$ cat src/rtl/fifo_centroid_reader_if.sv
// FIFO consumer handshake plus centroid result bundle for fifo_centroid_reader.
// Handshake: fifo_dout is valid whenever fifo_empty=0 (first-word-fall-through);
// the head word is consumed on each rising edge where fifo_re=1, and fifo_re is
// only ever raised while fifo_empty=0. Results are registered.
interface fifo_centroid_reader_if;
  logic [16:0] fifo_dout;
  logic        fifo_empty;
  logic        fifo_re;
  logic [10:0] X_detect;
  logic [9:0]  Y_detect;
  logic        xy_valid;
  logic        frame_done;
  logic        frame_err;
  logic [2:0]  dbg_state;

  modport master (
    output fifo_dout, fifo_empty,
    input  fifo_re, X_detect, Y_detect, xy_valid, frame_done, frame_err, dbg_state
  );

  modport slave (
    input  fifo_dout, fifo_empty,
    output fifo_re, X_detect, Y_detect, xy_valid, frame_done, frame_err, dbg_state
  );
endinterface

$ cat src/rtl/fifo_centroid_reader.sv
// Drains the camera pixel FIFO, thresholds pixels against a target colour and
// produces one centroid per frame using a sequential restoring divider.
module fifo_centroid_reader #(
  parameter int H_RES      = 320,
  parameter int V_RES      = 240,
  parameter int R_MIN      = 20,
  parameter int G_MAX      = 24,
  parameter int B_MAX      = 12,
  parameter int MIN_PIXELS = 32
) (
  input logic                  iCLK,
  input logic                  iRST_N,
  fifo_centroid_reader_if.slave bus
);

  typedef enum logic [2:0] {
    SYNC   = 3'd0,
    RUN    = 3'd1,
    EVAL   = 3'd2,
    DIV_X  = 3'd3,
    DIV_Y  = 3'd4,
    UPDATE = 3'd5
  } state_t;

  localparam logic [16:0] FRAME_PIX = 17'(H_RES * V_RES);
  localparam logic [8:0]  X_LAST    = 9'(H_RES - 1);
  localparam logic [16:0] NPIX_MAX  = '1;
  localparam logic [4:0]  DIV_LAST  = 5'd25;

  state_t      state;
  logic [8:0]  x;
  logic [7:0]  y;
  logic [25:0] sum_x;
  logic [24:0] sum_y;
  logic [16:0] count;
  logic [16:0] npix;

  logic [25:0] lat_sx;
  logic [24:0] lat_sy;
  logic [16:0] lat_cnt;
  logic [16:0] lat_npix;
  logic        nodet;

  logic [25:0] div_num;
  logic [16:0] div_rem;
  logic [4:0]  div_cnt;
  logic [10:0] qx;
  logic [9:0]  qy;

  logic        pop;
  logic        is_marker;
  logic        is_match;
  logic        in_range;
  logic [17:0] rem_sh;
  logic [17:0] rem_sub;
  logic        rem_ge;
  logic [16:0] rem_nx;
  logic [25:0] num_nx;
  logic        unused_rem_msb;

  assign bus.fifo_re   = !bus.fifo_empty && (state == SYNC || state == RUN);
  assign bus.dbg_state = state;
  assign pop           = bus.fifo_re;

  assign is_marker = bus.fifo_dout[16];
  assign is_match  = (bus.fifo_dout[15:11] >= 5'(R_MIN)) &&
                     (bus.fifo_dout[10:5]  <= 6'(G_MAX)) &&
                     (bus.fifo_dout[4:0]   <= 5'(B_MAX));
  assign in_range  = npix < FRAME_PIX;

  // Restoring step: remainder stays below the 17-bit divisor, so bit 17 of the
  // shifted remainder and of the difference is always zero once a bit is kept.
  assign rem_sh         = {div_rem, div_num[25]};
  assign rem_sub        = rem_sh - {1'b0, lat_cnt};
  assign rem_ge         = rem_sh >= {1'b0, lat_cnt};
  assign rem_nx         = rem_ge ? rem_sub[16:0] : rem_sh[16:0];
  assign num_nx         = {div_num[24:0], rem_ge};
  assign unused_rem_msb = rem_sub[17] ^ rem_sh[17];

  always_ff @(posedge iCLK or negedge iRST_N) begin
    if (!iRST_N) begin
      state          <= SYNC;
      x              <= '0;
      y              <= '0;
      sum_x          <= '0;
      sum_y          <= '0;
      count          <= '0;
      npix           <= '0;
      lat_sx         <= '0;
      lat_sy         <= '0;
      lat_cnt        <= '0;
      lat_npix       <= '0;
      nodet          <= 1'b0;
      div_num        <= '0;
      div_rem        <= '0;
      div_cnt        <= '0;
      qx             <= '0;
      qy             <= '0;
      bus.X_detect   <= '0;
      bus.Y_detect   <= '0;
      bus.xy_valid   <= 1'b0;
      bus.frame_done <= 1'b0;
      bus.frame_err  <= 1'b0;
    end else begin
      bus.frame_done <= 1'b0;
      bus.frame_err  <= 1'b0;
      case (state)
        SYNC: begin
          if (pop && is_marker) begin
            x     <= '0;
            y     <= '0;
            sum_x <= '0;
            sum_y <= '0;
            count <= '0;
            npix  <= '0;
            state <= RUN;
          end
        end

        RUN: begin
          if (pop) begin
            if (is_marker) begin
              lat_sx   <= sum_x;
              lat_sy   <= sum_y;
              lat_cnt  <= count;
              lat_npix <= npix;
              x        <= '0;
              y        <= '0;
              sum_x    <= '0;
              sum_y    <= '0;
              count    <= '0;
              npix     <= '0;
              state    <= EVAL;
            end else begin
              if (in_range && is_match) begin
                sum_x <= sum_x + 26'(x);
                sum_y <= sum_y + 25'(y);
                count <= count + 17'd1;
              end
              if (x == X_LAST) begin
                x <= '0;
                y <= y + 8'd1;
              end else begin
                x <= x + 9'd1;
              end
              if (npix != NPIX_MAX) begin
                npix <= npix + 17'd1;
              end
            end
          end
        end

        // Decision cycle on the latched count; the divider is primed either way.
        EVAL: begin
          div_num <= lat_sx;
          div_rem <= '0;
          div_cnt <= '0;
          if (lat_cnt >= 17'(MIN_PIXELS)) begin
            nodet <= 1'b0;
            state <= DIV_X;
          end else begin
            nodet <= 1'b1;
            state <= UPDATE;
          end
        end

        DIV_X: begin
          div_num <= num_nx;
          div_rem <= rem_nx;
          div_cnt <= div_cnt + 5'd1;
          if (div_cnt == DIV_LAST) begin
            qx      <= num_nx[10:0];
            div_num <= {1'b0, lat_sy};
            div_rem <= '0;
            div_cnt <= '0;
            state   <= DIV_Y;
          end
        end

        DIV_Y: begin
          div_num <= num_nx;
          div_rem <= rem_nx;
          div_cnt <= div_cnt + 5'd1;
          if (div_cnt == DIV_LAST) begin
            qy      <= num_nx[9:0];
            div_cnt <= '0;
            state   <= UPDATE;
          end
        end

        UPDATE: begin
          if (!nodet) begin
            bus.X_detect <= qx;
            bus.Y_detect <= qy;
            bus.xy_valid <= 1'b1;
          end else begin
            bus.xy_valid <= 1'b0;
          end
          bus.frame_done <= 1'b1;
          bus.frame_err  <= (lat_npix != FRAME_PIX);
          state          <= RUN;
        end

        default: state <= SYNC;
      endcase
    end
  end

endmodule

$ cat src/flat_wrapper.sv
// flat-port wrapper written by rule: the top's interface ports become plain ports
module fifo_centroid_reader_flat 
#(
  parameter int H_RES      = 320,
  parameter int V_RES      = 240,
  parameter int R_MIN      = 20,
  parameter int G_MAX      = 24,
  parameter int B_MAX      = 12,
  parameter int MIN_PIXELS = 32
)
  (iCLK, iRST_N, bus_fifo_dout, bus_fifo_empty, bus_fifo_re, bus_X_detect, bus_Y_detect, bus_xy_valid, bus_frame_done, bus_frame_err, bus_dbg_state);
  fifo_centroid_reader_if bus_i ();
  input logic iCLK;
  input logic iRST_N;
  input wire logic [$bits(bus_i.fifo_dout)-1:0] bus_fifo_dout;
  input wire logic [$bits(bus_i.fifo_empty)-1:0] bus_fifo_empty;
  output wire logic [$bits(bus_i.fifo_re)-1:0] bus_fifo_re;
  output wire logic [$bits(bus_i.X_detect)-1:0] bus_X_detect;
  output wire logic [$bits(bus_i.Y_detect)-1:0] bus_Y_detect;
  output wire logic [$bits(bus_i.xy_valid)-1:0] bus_xy_valid;
  output wire logic [$bits(bus_i.frame_done)-1:0] bus_frame_done;
  output wire logic [$bits(bus_i.frame_err)-1:0] bus_frame_err;
  output wire logic [$bits(bus_i.dbg_state)-1:0] bus_dbg_state;
  assign bus_i.fifo_dout = bus_fifo_dout;
  assign bus_i.fifo_empty = bus_fifo_empty;
  assign bus_fifo_re = bus_i.fifo_re;
  assign bus_X_detect = bus_i.X_detect;
  assign bus_Y_detect = bus_i.Y_detect;
  assign bus_xy_valid = bus_i.xy_valid;
  assign bus_frame_done = bus_i.frame_done;
  assign bus_frame_err = bus_i.frame_err;
  assign bus_dbg_state = bus_i.dbg_state;
  fifo_centroid_reader #(.H_RES(H_RES), .V_RES(V_RES), .R_MIN(R_MIN), .G_MAX(G_MAX), .B_MAX(B_MAX), .MIN_PIXELS(MIN_PIXELS)) u_core (.iCLK(iCLK), .iRST_N(iRST_N), .bus(bus_i));
endmodule
$ cat config.mk
export PLATFORM = sky130hd
export DESIGN_NAME = fifo_centroid_reader_flat
export DESIGN_NICKNAME = d
export VERILOG_FILES = /design/src/rtl/fifo_centroid_reader_if.sv /design/src/rtl/fifo_centroid_reader.sv /design/src/flat_wrapper.sv
export SDC_FILE = /design/constraint.sdc
export NUM_CORES = 1
export LEC_CHECK = 0
export ABC_AREA = 1
export CAP_MARGIN = 15
export CORE_ASPECT_RATIO = 0.5
export CORE_MARGIN = 2
export CORE_UTILIZATION = 55
export DETAILED_ROUTE_END_ITERATION = 16
export MAX_ROUTING_LAYER = met4
export PLACE_DENSITY = 0.82
export SLEW_MARGIN = 20
export SYNTH_ARGS = -nofsm -noshare
export SYNTH_HDL_FRONTEND = slang
export SYNTH_SLANG_ARGS = --single-unit
$ cat constraint.sdc
create_clock -name iCLK -period 2.6 [get_ports iCLK]
set_input_delay 0.65 -clock iCLK [delete_from_list [all_inputs] [get_ports iCLK]]
set_output_delay 0.65 -clock iCLK [all_outputs]
set_load 0.02 [all_outputs]
# ---- Word level (Yosys, flattened, before mapping)
# Index checks and enable logic that the tools add are counted.
dict set report word_totals {
  reg_bits 284
  latchBits 0
  mem_bits_rw 0
  rom_bits 0
  inputBits 20
  output_inout_bits 28
  word_cells 122
  memories 0
}
dict set report op_classes {
  addsub 8
  n_mul 0
  div_mod_pow 0
  magnitude_cmp 6
  eq_ne 17
  n_shift 0
  muxes 47
  bitwise_logic 1
  reduce_logical 21
}
# cell count
set op_table {}
lappend op_table {{two-way mux 17 bit} 9}
lappend op_table {{two-way mux 26 bit} 5}
lappend op_table {{two-way mux 25 bit} 4}
lappend op_table {{case mux 26 bit (3 select lines)} 1}
lappend op_table {{case mux 17 bit (2 select lines)} 2}
lappend op_table {{case mux 26 bit (2 select lines)} 1}
lappend op_table {{case mux 17 bit (3 select lines)} 1}
lappend op_table {{case mux 25 bit (2 select lines)} 1}
lappend op_table {{two-way mux 9 bit} 4}
lappend op_table {{adder 17 x 1 -> 17 bit, second input constant} 2}
lappend op_table {{!= test 17 bit, second input constant} 2}
lappend op_table {{two-way mux 8 bit} 4}
lappend op_table {{adder 26 x 9 -> 26 bit} 1}
lappend op_table {{adder 25 x 8 -> 25 bit} 1}
lappend op_table {{greater-or-equal comparator 18 x 17 -> 1 bit} 1}
lappend op_table {{two-way mux 3 bit} 6}
lappend op_table {{case mux 3 bit (6 select lines)} 1}
lappend op_table {{case mux 9 bit (2 select lines)} 1}
lappend op_table {{greater-or-equal comparator 17 x 6 -> 1 bit, second input constant} 1}
lappend op_table {{< comparator 17 bit, second input constant} 1}
lappend op_table {{subtractor 17 bit} 1}
lappend op_table {{case mux 8 bit (2 select lines)} 1}
lappend op_table {{AND reduction 4 bit} 3}
lappend op_table {{case mux 5 bit (2 select lines)} 1}
lappend op_table {{27 further kinds} 45}

# ---- Logic depth before layout (Yosys ltp)
dict set report depth {
  ltp_word 8
  mapped_depth 15
  ltp_nobuf 15
}

# ---- Least setup slack after synthesis
# No wires, ideal clock.
dict set report synth_timing {
  path_type {register to register}
  startpoint {register u_core.npix[0]}
  endpoint {register u_core.npix[15]}
  setup_time_ps 117
  arrival_time_ps 1853
  required_time_ps 2483
  slack_ps 631
  path_stages_with_launch 16
  n_path_buf 0
  period_less_slack_ps 1969
  path_cell_list {dfrtp_1 -> ha_1 -> nand3_1 -> nor3_1 -> nand4_1 -> nor3_1 -> ha_1 -> inv_1 -> nand2_1 -> nand2_2 -> inv_1 -> nor2_1 -> nand2_1 -> nand2_1 -> nand2_1 -> nor2_1}
}
dict set report synth_via {
  elab_chain_len 5
  elab_cells_between_ends 8
  classes_between {add/sub: 1; eq/ne: 2; mux: 4; reduce/logical: 1}
}
# item line
set synth_rtl {}
lappend synth_rtl {{start: declaration} fifo_centroid_reader.sv:36} ;# logic [16:0] npix;
lappend synth_rtl {{start signal: assignment} fifo_centroid_reader.sv:147} ;# npix <= npix + 17'd1;
lappend synth_rtl {{adder 17 x 1 -> 17 bit} fifo_centroid_reader.sv:147}
lappend synth_rtl {{two-way mux 17 bit} fifo_centroid_reader.sv:146} ;# if (npix != NPIX_MAX) begin
lappend synth_rtl {{two-way mux 17 bit} fifo_centroid_reader.sv:122} ;# if (is_marker) begin
lappend synth_rtl {{two-way mux 17 bit} fifo_centroid_reader.sv:121} ;# if (pop) begin
lappend synth_rtl {{case mux 17 bit (2 select lines)} fifo_centroid_reader.sv:107} ;# case (state)
# Several ways; a longest one is shown, not always the timed one. The select of a mux whose other input is x is not followed.
# A chain may end at the register's enable or synchronous reset.

# ---- Final worst setup path
dict set report layout_timing {
  startpoint {register u_core.state[0] (netlist: u_core.bus.dbg_state[0])}
  endpoint {output bus_dbg_state[0]}
}
# item line
set layout_lines {}
lappend layout_lines {{start: declaration} fifo_centroid_reader.sv:30} ;# state_t state;
lappend layout_lines {{start signal: assignment} fifo_centroid_reader.sv:82} ;# state <= SYNC;
lappend layout_lines {{start signal: assignment} fifo_centroid_reader.sv:116} ;# state <= RUN;
lappend layout_lines {{start signal: assignment} fifo_centroid_reader.sv:133} ;# state <= EVAL;
lappend layout_lines {{end: declaration} flat_wrapper.sv:23} ;# output wire logic [$bits(bus_i.dbg_state)-1:0] bus_dbg_state;
# No word-level cell between the ends.

==> results by group <==
Cells and area
  – Most common cell after layout, fill and taps aside: nand2_1
  – Share of cells above drive strength 1: 7.97%
  – P&R area growth vs syn: 13.7%
  – Post-Route Utilization: 63.4%
  – Ant diodes: 0
  – Design area: between 15000 and 20000 sq um
  – Most frequent cells in the layout: nand2_1, dfrtp_1, inv_1, o21ai_0, nor2_1
  – Final nets: 2125

Min path
  – Hold Path Class: flop to flop

Global route
  – GRT Util Overall: 27.1%
  – Largest net degree at the start of global routing: between 80 and 90
  – Vias in the first global route: between 10000 and 15000
  – Initial antenna violation count: 0
  – Overflow left after global routing: 0
  – Wire length of the first global-routing pass: 62.8 mm

Clock tree
  – TritonCTS clock tree: yes
  – Clock Path Buffers: 3
  – Clock-pin slew on the worst setup and hold paths: ~70 ps
  – Sink Count: 284
  – Later-pin clock latency in the skew report: 570 ps
  – CTS H-tree depth: 1
  – Clock Root Buffer: clkbuf_16
  – Cts bufs inserted: 27

Critical path
  – R2r setup slk: 240 ps
  – R2R Path End: u_core.div_num[13]$_DFFE_PN0P_
  – Worst R2R Path Depth: 9
  – CP Data Arrival Time: approximately 1900 ps
  – CP Capture Type: output pin
  – CP endpoint: bus_dbg_state[0]
  – R2R Path Start: u_core.bus.dbg_state[1]$_DFFE_PN0P_
  – Worst setup path start: u_core.bus.dbg_state[0]$_DFFE_PN0P_
  – Crit Path Max Fanout: 9
  – CP Launch Type: flop
  – Req. time, crit path: between 1500 and 2000 ps
  – Worst Path Class, Setup: flop to output pin

Synthesis
  – Mapped Area: between 15000 and 20000 sq um
  – Synth area leader: dfrtp_1
  – Seq/Total Area, Yosys: 46.2%
  – Synth unique cells: between 40 and 50
  – Top_reg_cell synth: dfrtp_1
  – Top-area cell type share of the netlist area: between 40% and 50%
  – Post-synthesis async set-or-reset flop share: 100%
  – Syn Inst Count: roughly 2000
  – Ranking of synthesized cells by area: dfrtp_1, nand2_1, inv_1
  – Syn Nets: 2062
  – Mean post-synth cell area: 7.70 sq um
  – EDFF count, synth: 0
  – Yosys warns: 0
  – #FFs+latches synth: around 280

Floorplan
  – CORE AREA: 27600 sq um
  – Chip width: 241 microns
  – Top Ports: between 40 and 50
  – Initial Util: 55.8%
  – Die area: around 29000 sq um
  – Number of core rows: 43
  – DIE HEIGHT: 122 microns

Timing
  – Worst Tran Pin Value: 769 ps
  – Tmin final: about 2500 ps
  – Max Freq: just under 400 MHz
  – Final hold vios: 0
  – Final setup fails: 0
  – Period utilization: 97.3%
  – RSZ-0062 raised after global routing: no
  – Setup skew after layout: 26.2 ps
  – Slew margin rel.: between 40% and 50%
  – Worst Setup Slack, final: roughly 71 ps
  – Worst hold slack: 470 ps
  – Max-slew violation count: 0

Detailed routing
  – Post-route ant nets: 0
  – Wire length per cell: 15.3 microns
  – DRC: 0
  – Vias per cell: 5.49
  – Routed via count: ~14000
  – Initial DRC Count: around 1300
  – DR pass1 iterations: 5
  – Routed wire length: 37.7 mm

Outcome
  – Run status: finished clean

Place
  – GP Congestion: 0.964
  – Cell Area, Placed: ~17000 sq um
  – Pre-CTS setup slack: -178 ps
  – Post-DP HPWL: 26.9 mm
  – PortBufs: 45

Pwr
  – Peak supply drop: 0.000772 V
  – Leakage power: 8.64 nW
  – Overall power: 0.0170 W
  – Power Density: 970 nW/um^2

Flow run
  – Max-Cap Viols: 0
==> area by class of cell <==
cell class	count	area, sq um
inverters	283	1060
clock inverters	13	176
clock buffers	37	763
flip-flops and latches	284	7110
fillers	2274	10100
well taps	382	478
multi-input cells	1365	6900
repair buffers	100	1020
==> report_power, final <==
part           internal (W)  leakage [nW]  switching [W]  total [W]
Clock               0.00246         0.468        0.00178    0.00424
Combinational       0.00238          4.33        0.00432    0.00670
Sequential          0.00538          3.85       0.000665    0.00604
Total                0.0102          8.64        0.00676     0.0170
==> cells in the mapped netlist, types with 15 or more instances <==
master      n
inv_1     275
o22ai_1    29
ha_1       41
a21oi_1    72
xnor2_1    15
clkbuf_1   32
nor2_1    155
buf_2      23
dfrtp_1   284
nand2_1   549
nand4_1    27
xor2_1     20
mux2_2     26
nand3_1   128
o21ai_0   186
nor3_1     39
==> stage by stage <==
step | instances | setup TNS [ps]
3_5_place_dp | 2413 | -178
5_1_grt | 2464 | 0
6_report | 2464 | 0
3_3_place_gp | 2413 | -181
4_1_cts | 2464 | 0
2_1_floorplan | 1998 | 0
==> critical path, cell delays in order (launching register included) <==
cell and delay [ps]:
dfrtp_1 400, buf_4 240, clkdlybuf4s50_1 690
==> logic make-up (layout without fill, tap and decap cells) <==
kind of cell	after synthesis	in the layout	share of synthesized area, %
adders and majority gates	44	44	3.72
and+or+nand+nor	947	947	26.4
DFF	284	284	46.2
xor gates and xnor gates	35	35	1.99
AOI/OAI and AO/OA	313	313	10.8
muxes	26	26	1.90
buffers and inverters	349	433	9.07
==> how the worst min path moves through the flow <==
stage | startpoint | endpoint | slack, ps | cells past startpoint
2_1_floorplan | iRST_N | u_core.bus.X_detect[0]$_DFFE_PN0P_ | 350 | 0
3_3_place_gp | u_core.bus.xy_valid$_DFFE_PN0P_ | u_core.bus.xy_valid$_DFFE_PN0P_ | 460 | 2
3_5_place_dp | u_core.bus.xy_valid$_DFFE_PN0P_ | u_core.bus.xy_valid$_DFFE_PN0P_ | 460 | 2
4_1_cts | u_core.bus.xy_valid$_DFFE_PN0P_ | u_core.bus.xy_valid$_DFFE_PN0P_ | 470 | 2
5_1_grt | u_core.bus.xy_valid$_DFFE_PN0P_ | u_core.bus.xy_valid$_DFFE_PN0P_ | 500 | 2
6_report | u_core.bus.xy_valid$_DFFE_PN0P_ | u_core.bus.xy_valid$_DFFE_PN0P_ | 470 | 2
==> flip-flops by register name, summed over array words and instances (netlist names), 3 cells and up <==
signal	cells
u_core.sum_x	26
u_core.bus.Y_detect	10
u_core.div_cnt	5
u_core.lat_npix	17
u_core.npix	17
u_core.y	8
u_core.qx	11
u_core.lat_sy	25
u_core.div_rem	17
u_core.sum_y	25
u_core.x	9
u_core.qy	10
u_core.bus.X_detect	11
u_core.bus.dbg_state	3
u_core.lat_cnt	17
u_core.lat_sx	26
u_core.count	17
u_core.div_num	26
==> timing repair <==
item,CTS,global route
gates resized for setup,1,0
buffers inserted,0,0
hold buffers,1,0
endpoints found under the setup margin,1,0
hold endpoints to repair,2,0
==> metal layers <==
metal | GRT usage, % | routed length (microns) | vias to the layer above
met5 | - | 0 | -
met4 | 6.17 | 806 | 0
met3 | 3.71 | 2200 | 65
met2 | 44.4 | 17600 | 438
met1 | 36.4 | 17100 | 6462
li1 | - | - | 6551
Note: power is estimated with default switching activity, not from simulation.
